`src/rtl/move_engine.sv`:
```
// Column-drop move engine: validates a move into a column, commits it to the
// occupancy/owner bitmaps, and reports the outcome a fixed three cycles after acceptance.
module move_engine #(
  parameter int ROWS = 6,
  parameter int COLS = 7,
  localparam int CW = ($clog2(COLS) > 1) ? $clog2(COLS) : 1,
  localparam int RW = $clog2(ROWS + 1),
  localparam int NW = $clog2(ROWS * COLS + 1)
) (
  input  logic            clock,
  input  logic            resetn,
  input  logic            clear,
  input  logic            move_req,
  input  logic [CW-1:0]   move_col,
  output logic            busy,
  output logic            move_done,
  output logic            move_ok,
  output logic [RW-1:0]   move_row,
  output logic            move_player,
  output logic            cur_player,
  output logic [NW-1:0]   move_count,
  output logic            board_full,
  input  logic [CW-1:0]   rd_col,
  output logic [ROWS-1:0] rd_onoff,
  output logic [ROWS-1:0] rd_player
);

  typedef enum logic [1:0] {IDLE, CHECK, WRITE, DONE} state_t;

  localparam logic [CW:0]   COLS_W = (CW + 1)'(COLS);
  localparam logic [RW-1:0] ROWS_W = RW'(ROWS);
  localparam logic [NW-1:0] CELLS  = NW'(ROWS * COLS);

  state_t state, next_state;

  logic [ROWS-1:0] occ [COLS];
  logic [ROWS-1:0] own [COLS];

  logic [CW-1:0]   lat_col;
  logic            lat_player;
  logic            valid_r;
  logic [RW-1:0]   height_r;

  logic            lat_col_ok;
  logic            rd_col_ok;
  logic [ROWS-1:0] sel_occ;
  logic [RW-1:0]   height;

  assign board_full = (move_count == CELLS);

  // Columns fill contiguously from bit 0, so the popcount is the next free row.
  always_comb begin
    lat_col_ok = ({1'b0, lat_col} < COLS_W);
    rd_col_ok  = ({1'b0, rd_col} < COLS_W);
    sel_occ    = '0;
    if (lat_col_ok) sel_occ = occ[lat_col];
    height = '0;
    for (int i = 0; i < ROWS; i++) height = height + RW'(sel_occ[i]);
  end

  always_ff @(posedge clock or negedge resetn) begin
    if (!resetn) state <= IDLE;
    else         state <= next_state;
  end

  always_comb begin
    next_state = state;
    case (state)
      IDLE:    if (move_req) next_state = CHECK;
      CHECK:   next_state = WRITE;
      WRITE:   next_state = DONE;
      DONE:    next_state = IDLE;
      default: next_state = IDLE;
    endcase
    if (clear) next_state = IDLE;
  end

  always_comb begin
    busy        = (state != IDLE);
    move_done   = (state == DONE);
    move_ok     = move_done && valid_r;
    move_row    = (move_done && valid_r) ? height_r : '0;
    move_player = move_done ? lat_player : 1'b0;
  end

  // Display reads sample the arrays before this edge's write lands.
  always_ff @(posedge clock or negedge resetn) begin
    if (!resetn) begin
      for (int c = 0; c < COLS; c++) begin
        occ[c] <= '0;
        own[c] <= '0;
      end
      lat_col    <= '0;
      lat_player <= 1'b0;
      valid_r    <= 1'b0;
      height_r   <= '0;
      move_count <= '0;
      cur_player <= 1'b0;
      rd_onoff   <= '0;
      rd_player  <= '0;
    end else begin
      rd_onoff  <= rd_col_ok ? occ[rd_col] : '0;
      rd_player <= rd_col_ok ? own[rd_col] : '0;
      if (clear) begin
        for (int c = 0; c < COLS; c++) begin
          occ[c] <= '0;
          own[c] <= '0;
        end
        move_count <= '0;
        cur_player <= 1'b0;
        valid_r    <= 1'b0;
      end else begin
        case (state)
          IDLE: begin
            if (move_req) begin
              lat_col    <= move_col;
              lat_player <= cur_player;
            end
          end
          CHECK: begin
            valid_r  <= lat_col_ok && (height < ROWS_W) && !board_full;
            height_r <= height;
          end
          WRITE: begin
            if (valid_r) begin
              occ[lat_col][height_r] <= 1'b1;
              own[lat_col][height_r] <= lat_player;
              if (move_count != CELLS) move_count <= move_count + NW'(1);
              cur_player <= ~cur_player;
            end
          end
          default: ;
        endcase
      end
    end
  end

endmodule

```
`config.mk`:
```
export PLATFORM = sky130hd
export DESIGN_NAME = move_engine
export DESIGN_NICKNAME = d
export VERILOG_FILES = /design/src/rtl/move_engine.sv
export SDC_FILE = /design/constraint.sdc
export NUM_CORES = 1
export LEC_CHECK = 0
export CAP_MARGIN = 20
export CORE_AREA = 2 2 127 129
export DETAILED_ROUTE_END_ITERATION = 16
export DIE_AREA = 0 0 129 131
export RECOVER_POWER = 50
export SKIP_LAST_GASP = 1
export SLEW_MARGIN = 25
export SYNTH_ARGS = -nofsm -noshare
export SYNTH_HDL_FRONTEND = slang
export SYNTH_SLANG_ARGS = --single-unit
```
`constraint.sdc`:
```
create_clock -name clock -period 7.5 [get_ports clock]
set_clock_uncertainty 0.15 [all_clocks]
set_input_delay 0.75 -clock clock [delete_from_list [all_inputs] [get_ports clock]]
set_output_delay 0.75 -clock clock [all_outputs]
set_load 0.02 [all_outputs]
```
Word-level counts from Yosys, hierarchy flattened
Index checks and enable logic that the tools add are counted.
{ "word_totals": {"register_bits": 113, "inputBits": 10, "out_inout_bits": 27, "wordCells": 101} }
{ "classes": {"n_addsub": 6, "order_cmp": 8, "eq_ne": 6, "muxes": 37, "bitwise_logic": 5, "n_reduce_logical": 16} }
{ "ops": {"columns": ["operator", "count"], "rows": [
  ["42-bit two-way mux", 6],
  ["6-bit two-way mux", 14],
  ["6-bit binary-select mux with 3-bit select", 3],
  ["42-bit bitwise mux", 1],
  ["42-bit OR", 1],
  ["6-bit demux with 3-bit select", 1],
  ["2-bit nonzero test", 5],
  ["3-bit by 1-bit adder with 3-bit output", 3],
  ["3-bit < comparator, second input constant", 3],
  ["4-bit >= comparator, second input constant", 2],
  ["3-bit NOT with 4-bit output", 2],
  ["2-bit case mux with 4 select lines", 1],
  ["1-bit two-way mux", 7],
  ["6-bit by 1-bit adder with 6-bit output, second input constant", 1],
  ["6-bit == test, second input constant", 1],
  ["6-bit inequality test, second input constant", 1],
  ["3-bit AND reduction", 2],
  ["1-bit logical AND", 5],
  ["2-bit == test, second input constant", 2],
  ["3-bit by 4-bit < comparator with 1-bit output, second input constant", 1],
  ["4-bit by 1-bit < comparator with 1-bit output, second input constant", 1],
  ["2-bit two-way mux", 2],
  ["2-bit AND reduction", 2],
  ["2-bit by 1-bit adder with 3-bit output", 1],
  ["9 further kinds", 10]
]} }

Longest topological paths before layout
Gate-level depths: netlist of the first run.
{ "depth": {"ltp_word": 15, "depth_mapped": 14} }

Least setup slack after synthesis of the first run
No wires, ideal clock.
{ "synth_path": {"kind": "register to register", "startpoint": "register lat_col[1]", "endpoint": "register height_r[1]", "t_arrival_ps": 3086, "required_time_ps": 7225, "setup_slack_ps": 4139, "path_stages_with_launch": 13, "n_path_buf": 3, "period_less_slack_ps": 3361, "path_cell_list": "dfrtp_1 > buf_6 > buf_6 > buf_4 > mux2i_1 > a22oi_1 > nand2_1 > fa_1 > inv_1 > fa_1 > ha_1 > fa_1 > mux2_2"} }
{ "synth_via": {"elab_chain_len": 10, "elab_cells_between_ends": 11, "classes_between": "5 x add/sub; 1 x order compare; 4 x mux; 1 x bitwise"} }
{ "synth_rtl": {"columns": ["item", "line", "text"], "rows": [
  ["start: declaration", "39", "logic [CW-1:0] lat_col;"],
  ["start signal: assignment", "116", "lat_col <= move_col;"],
  ["3-bit NOT with 4-bit output (implied by the code)", "56", "if (lat_col_ok) sel_occ = occ[lat_col];"],
  ["6-bit binary-select mux with 3-bit select", "56", null],
  ["6-bit two-way mux (implied by the code) (2 in series)", "56", null],
  ["6-bit two-way mux (*)", "56", null],
  ["1-bit by 1-bit adder with 2-bit output", "58", "for (int i = 0; i < ROWS; i++) height = height + RW'(sel_occ[i]);"],
  ["2-bit by 1-bit adder with 3-bit output", "58", null],
  ["3-bit by 1-bit adder with 3-bit output (2 in series)", "58", null],
  ["3-bit by 1-bit adder with 3-bit output (*)", "58", null],
  ["net height[1]", "47", "logic [RW-1:0] height;"],
  ["end signal: assignment", "122", "height_r <= height;"],
  ["end: declaration", "42", "logic [RW-1:0] height_r;"]
]} }
The timed path passes the listed nets; every way through them passes the cells marked *. The select of a mux whose other input is x is not followed.
A chain may end at the register's enable or synchronous reset.

Worst setup path in the final report of the first run
{ "layout_path": {"startpoint": "input clear", "endpoint": "register valid_r"} }
{ "layout_via": {"elab_chain_len": 1, "elab_cells_between_ends": 2, "classes_between": "1 x mux; 1 x reduce/logical"} }
{ "layout_rtl": {"columns": ["item", "line", "text"], "rows": [
  ["start: declaration", "12", "input logic clear,"],
  ["1-bit two-way mux / 2-bit nonzero test (equally long branches)", null, null],
  ["end signal: assignment", "121", "valid_r <= lat_col_ok && (height < ROWS_W) && !board_full;"],
  ["end: declaration", "41", "logic valid_r;"]
]} }
Several ways; a longest one is shown, not always the timed one.

==> results of run 1 <==
[per-stage QoR]
step / util [%] / power, mW / setup WS (ns) / std cells
after floorplan: - / 1.077 / 4.139 / 579
after global placement: 41.66 / 1.167 / 3.628 / 787
after detailed placement: 41.66 / 1.177 / 3.546 / 787
after CTS: 45.64 / 2.033 / 3.525 / 819
after global routing: 45.60 / 2.122 / 2.605 / 819
final: 45.60 / 2.023 / 3.094 / 819
[worst max-delay path, cell delays in order]
cell and delay [ns]:
buf_2 0.07, clkbuf_1 2.71, nor2b_1 0.50, nand3_1 0.24
o32ai_1 0.09
[state kept, by name, indices dropped and copies added (netlist names)]
name / cells
valid_r: 1
occ: 42
own: 42
cur_player: 1
rd_player: 6
state: 2
rd_onoff: 6
height_r: 3
lat_col: 3
lat_player: 1
move_count: 6
[power by group]
part           internal, mW  switching [mW]
Sequential            0.639           0.126
Clock                 0.571           0.284
Combinational         0.176           0.227
[cells by family (layout without fill, tap and decap cells)]
group,Yosys count,after routing,synth area share (%)
AO/OA/AOI/OAI,91,91,9.873
AND/OR/NAND/NOR,182,182,17.54
multiplexers,103,103,17.42
XOR/XNOR,2,2,0.2862
adder cells (fa/ha/maj),10,10,2.412
buffers and inverters,78,102,6.275
flip-flops,113,113,46.20
[worst paths after layout]
check                                endpoint  slack (ns)  cells after the start
worst max-delay path                  valid_r        3.09                      5
worst min-delay path                  occ[18]        0.37                      2
worst max register to register        valid_r        3.41                     10
worst min register to register        occ[18]        0.37                      2
max in group asynchronous             own[40]        4.21                      2
min in group asynchronous       move_count[3]        1.01                      1
[routing by layer]
layer,wire (um),track usage (%),vias to the layer above
li1,-,-,2041
met1,7088,26.25,2277
met2,7502,31.50,102
met3,622,4.275,19
met4,297,7.161,0
met5,0,0,-
[cell usage after synthesis (2+ instances only)]
library cell | count | area share [%]
a21oi_1 | 46 | 3.8
a221oi_1 | 6 | 0.86
a22o_1 | 6 | 0.86
a22oi_1 | 2 | 0.25
a31oi_1 | 6 | 0.61
and2_1 | 4 | 0.41
and3_1 | 3 | 0.31
and4_1 | 2 | 0.29
and4b_1 | 4 | 0.65
and4bb_2 | 3 | 0.61
buf_2 | 15 | 1.2
buf_4 | 6 | 0.74
buf_6 | 5 | 0.92
clkbuf_1 | 20 | 1.2
dfrtp_1 | 113 | 46
fa_1 | 3 | 0.98
ha_1 | 7 | 1.4
inv_1 | 30 | 1.8
mux2_2 | 8 | 1.5
mux2i_1 | 93 | 15
mux4_2 | 2 | 0.74
nand2_1 | 34 | 2.1
nand2b_1 | 45 | 4.6
nand3_1 | 22 | 1.8
nand3b_1 | 4 | 0.49
nand4_1 | 3 | 0.31
nor2_1 | 31 | 1.9
nor2b_1 | 6 | 0.61
nor4b_4 | 3 | 1.2
o21ai_0 | 7 | 0.57
o221a_2 | 7 | 1.3
o221ai_1 | 2 | 0.29
or2_2 | 6 | 0.61
or3_1 | 2 | 0.20
xnor2_1 | 2 | 0.29
[final cells by class]
type                    instances  share of cell area (%)
multi-input cells             388                   40.90
flip-flops and latches        113                   39.77
well taps                     216                   3.799
clock inverters                10                   2.216
inverters                      30                   1.583
repair buffers                 40                   5.207
clock buffers                  22                   6.526
==> impl_metrics.py, run 1 <==
metrics = {
    "place": {
        "gp_congestion": 0.8324,
        "io_buffer_count": 36,
        "placed_cell_area_um2": 6497,
        "hpwl_um": 9772,
    },
    "floorplan": {
        "io_pins": 37,
        "die_h_um": 131,
        "core-area_um2": 15600,
        "start_util_pct": 39.24,
        "die_x_um": 129,
        "dieArea_um2": 16900,
        "rows": 46,
    },
    "logic_synthesis": {
        "ys_seq_area_share_pct": 46.20,
        "synth-seq-cells": 113,
        "synth-async-reset-ratio_pct": 100.0,
        "synth_edf_count": 0,
        "synth_fp_nets": 599,
        "synthCells": 579,
        "synth_flop_cell": "dfrtp_1",
        "syn_area_per_cell_um2": 10.57,
        "synth_cell_types": 56,
        "netlist_area_um2": 6121,
        "yosysWarnings": 0,
    },
    "cells_and_area": {
        "ff_latch_area_um2": 2829,
        "multi_input_area_um2": 2909,
        "layout_common_cells": "dfrtp_1 (112), mux2i_1 (93), a21oi_1 (46)",
        "final_common_cell": "dfrtp_1",
        "diodes": 0,
        "area_growth_pct": 16.21,
        "fin_area_um2": 7113,
        "drive_above_1_share_pct": 11.77,
        "fin_nets": 610,
        "nFillCells": 1471,
    },
    "clock_tree": {
        "cts_root_buffer": "clkbuf_16",
        "cts_sinks": 113,
        "clk_pin_slew_worst_paths_ns": 0.05,
        "htreeDepth": 4,
        "tritoncts": "done",
        "post_cts_resize_count": 0,
        "clk_path_buf_depth": 2,
        "clk-insertion-delay-late_ns": 0.42,
        "tritoncts.num_buffers": 17,
        "cts_setup_buffers": 0,
        "postCtsHoldBufs": 0,
    },
    "sta": {
        "rsz0062_at_grt": "false",
        "layout_min_cycle_time_ns": 4.406,
        "max_slew.worst_pin.slew_ns": 3.903,
        "finalHoldViolCount": 0,
        "finalSetupViolCount": 0,
        "period_share_pct": 58.74,
        "setup_tns_ns": 0,
        "hold_ws_ns": 0.3748,
        "timing.fmax_ghz": 0.2270,
        "slew_violations": 149,
        "max_slew_margin_pct": -160.2,
    },
    "run_status": {
        "violations": "max-capacitance violations, max-slew violations",
        "run_status": "complete, but fails checks",
    },
    "detailed_routing": {
        "drcViolationCount": 0,
        "vias_per_cell": 5.420,
        "drtIter0Drc": 429,
        "via_count": 4439,
        "drtPass1Iterations": 5,
        "ant_nets": 0,
        "routed_wl_um": 15510,
        "post_drt_wl_per_cell_um": 18.94,
    },
    "power_and_ir_drop": {
        "power_density_nw_per_um2": 284.4,
        "ir_drop_v": 0.0001533,
        "leakagePower_nw": 3.253,
    },
    "critical_path": {
        "reg2reg_from": "lat_col[0]",
        "crit_start": "clear",
        "worstPathMaxFanout": 99,
        "worstPathRequired_ns": 7.48,
        "cp-end-kind": "register",
        "worstSetupPathType": "in -> reg",
        "crit_arrival_ns": 4.39,
        "startpoint_type": "primary input",
    },
    "grt": {
        "grt_first_pass_wirelength_um": 24980,
        "grtUsageTotal_pct": 19.59,
        "grt_pass1_vias": 4517,
        "grt-ovfl-total": 0,
        "grt_max_degree": 100,
        "antenna_found_initial": 0,
    },
    "hold_path": {
        "hold_class": "reg -> reg",
        "worstHoldStart": "occ[18]",
    },
    "run": {
        "drv_cap": 2,
    },
}
No activity file was read; power rests on OpenSTA's default activity.
==> run 2, diff against run 1 <==
clock period = 4.55 ns   (was 7.5 ns; I/O delays follow)
==> run 2 against run 1 <==
  * Register-to-register slack got worse by 2.7 ns
  * The flow still finishes with violations (max-capacitance violations, max-slew violations)
  * Wire length increased by 0.39%
  * Combinational power increased by 89%
  * Largest cell class unchanged
  * Critical path depth increased by 6
  * Via count increased by 0.59%
  * Sequential power increased by 57%
  * Non-clock buffer count increased by 7
  * Cell area increased by 1.0%
  * Clock-buffer cell count unchanged
  * Sequential share of layout area decreased by 0.42 points
==> impl_metrics.py, run 2 (same netlist as run 1, synthesis figures left out) <==
metrics = {
    "run_status": {
        "run_status": "complete, but fails checks",
        "violations": "max-capacitance violations, max-slew violations",
    },
    "critical_path": {
        "crit_family": "adder cells",
        "worstSetupPathType": "reg -> reg",
        "crit_arrival_ns": 3.93,
        "worstPathMaxFanout": 24,
        "cp-end-kind": "register",
        "cpMaxStageDelayCell": "dfrtp_1",
        "worstPathRequired_ns": 4.67,
        "path_cells": "mux2i_1 -> o21ai_0 -> mux2i_1 -> fa_1 -> inv_1 -> fa_1 -> ha_1 -> fa_1 -> nand2_1 -> nand3_1 -> o32ai_1",
        "path_common_cell": "fa_1",
        "crit_buf_inv": 1,
        "slowest_delay_ns": 0.99,
        "startpoint_type": "register",
    },
    "sta": {
        "timing.fmax_ghz": 0.2628,
        "setup_tns_ns": 0,
        "fin_ws_ns": 0.7443,
        "layout_min_cycle_time_ns": 3.806,
        "rsz0062_at_grt": "false",
        "slew_violations": 33,
        "finalHoldViolCount": 0,
        "finalSetupViolCount": 0,
        "max_slew.worst_pin.slew_ns": 1.727,
        "period_share_pct": 83.64,
        "max_slew_margin_pct": -15.13,
    },
    "hold_path": {
        "hold_class": "reg -> reg",
    },
    "grt": {
        "grt-busiest-layer": "met2",
        "grt_first_pass_wirelength_um": 24820,
        "grt-ovfl-total": 0,
        "grt_pass1_vias": 4448,
        "antenna_found_initial": 0,
        "grtUsageTotal_pct": 19.51,
        "use_met1_pct": 25.77,
        "grtUsageMet3_pct": 4.560,
        "grt_max_degree": 63,
        "grt_util_met2_pct": 31.96,
    },
    "clock_tree": {
        "postCtsHoldBufs": 1,
        "tritoncts.num_buffers": 17,
        "cts_root_buffer": "clkbuf_16",
        "clk_path_buf_depth": 2,
        "clk_pin_slew_worst_paths_ns": 0.05,
        "clk-insertion-delay-late_ns": 0.42,
        "cts_sinks": 113,
        "htreeDepth": 4,
        "tritoncts": "done",
        "post_cts_resize_count": 0,
        "cts_setup_buffers": 0,
    },
    "place": {
        "placed_cell_area_um2": 6543,
        "io_buffer_count": 36,
        "dp_cells": 793,
        "gp_congestion": 0.8741,
        "hpwl_um": 10280,
        "pre_cts_slack_ns": 0.7755,
    },
    "detailed_routing": {
        "routed_wl_um": 15570,
        "drcViolationCount": 0,
        "ant_nets": 0,
        "vias_per_cell": 5.406,
        "drtPass1Iterations": 5,
        "post_drt_wl_per_cell_um": 18.85,
        "via_count": 4465,
        "drtIter0Drc": 363,
    },
    "power_and_ir_drop": {
        "leakagePower_nw": 3.311,
        "power_density_nw_per_um2": 471.9,
        "ir_drop_v": 0.0003340,
    },
    "floorplan": {
        "core-area_um2": 15600,
        "die_x_um": 129,
        "io_pins": 37,
        "dieArea_um2": 16900,
        "rows": 46,
        "start_util_pct": 39.24,
        "die_h_um": 131,
    },
    "cells_and_area": {
        "fin_nets": 617,
        "fin_area_um2": 7186,
        "area_growth_pct": 17.40,
        "drive_above_1_share_pct": 12.95,
        "final_core_util_pct": 46.07,
        "final_common_cell": "dfrtp_1",
        "diodes": 0,
        "layoutNonFillerInstCount": 826,
        "layout_common_cells": "dfrtp_1 (113), mux2i_1 (93), a21oi_1 (46)",
        "top_regs": "occ (42), own (42)",
    },
    "run": {
        "drv_cap": 1,
    },
}
run 2: cell types whose count changed in the layout (fill, tap and decap cells not counted), sizes merged:
| cell | change |
|---|---|
| buf | +5 |
| dlygate4sd3 | +4 |
| clkdlybuf4s50 | -3 |
| clkbuf | +1 |
| clkinv | +1 |
| clkinvlp | -1 |
run 2: final timing paths:
| check | from | endpoint | slack [ns] | cells after the start |
|---|---|---|---|---|
| max in group asynchronous | resetn | own[14] | 1.38 | 3 |
| min in group asynchronous | resetn | occ[28] | 0.88 | 2 |
| min | occ[24] | occ[24] | 0.37 | 2 |
| min reg2reg | occ[24] | occ[24] | 0.37 | 2 |
| max reg2reg | lat_col[1] | valid_r | 0.74 | 11 |
| max | lat_col[1] | valid_r | 0.74 | 11 |
run 2: worst reg2reg max path, delay by kind of cell (launching register included):
kind / cells / cell delay (ns)
compound gates: 2 / 0.28
fa+ha+maj: 4 / 1.75
buf+inv: 1 / 0.05
flops: 1 / 0.99
mux: 2 / 0.30
simple gates: 2 / 0.14
run 2: area by class of cell:
cell class | count | area [um2]
inverter | 30 | 112.6
timing repair buffer | 47 | 426.7
multi-input combinational | 388 | 2909
fill | 1473 | 8412
tap | 216 | 270.3
clock buffer | 22 | 484.2
clock inverter | 10 | 155.1
sequential | 113 | 2828
run 2: power breakdown:
group / internal, mW / switching, mW / total (mW)
Clock: 0.969 / 0.463 / 1.43
Combinational: 0.306 / 0.454 / 0.760
Sequential: 1.05 / 0.145 / 1.20
Total: 2.33 / 1.06 / 3.39
run 2: metrics by stage:
stage,hold slack (ns),power (mW)
3_5_place_dp,0.2670,1.965
3_3_place_gp,0.2696,1.945
4_1_cts,0.3641,3.414
2_1_floorplan,0.009409,1.775
5_1_grt,0.3972,3.534
6_report,0.3746,3.391
run 2: metal layers:
metal,up-vias,wire length (um)
met5,-,0
met4,0,261
met3,21,652
met2,112,7730
met1,2274,6928
li1,2058,-
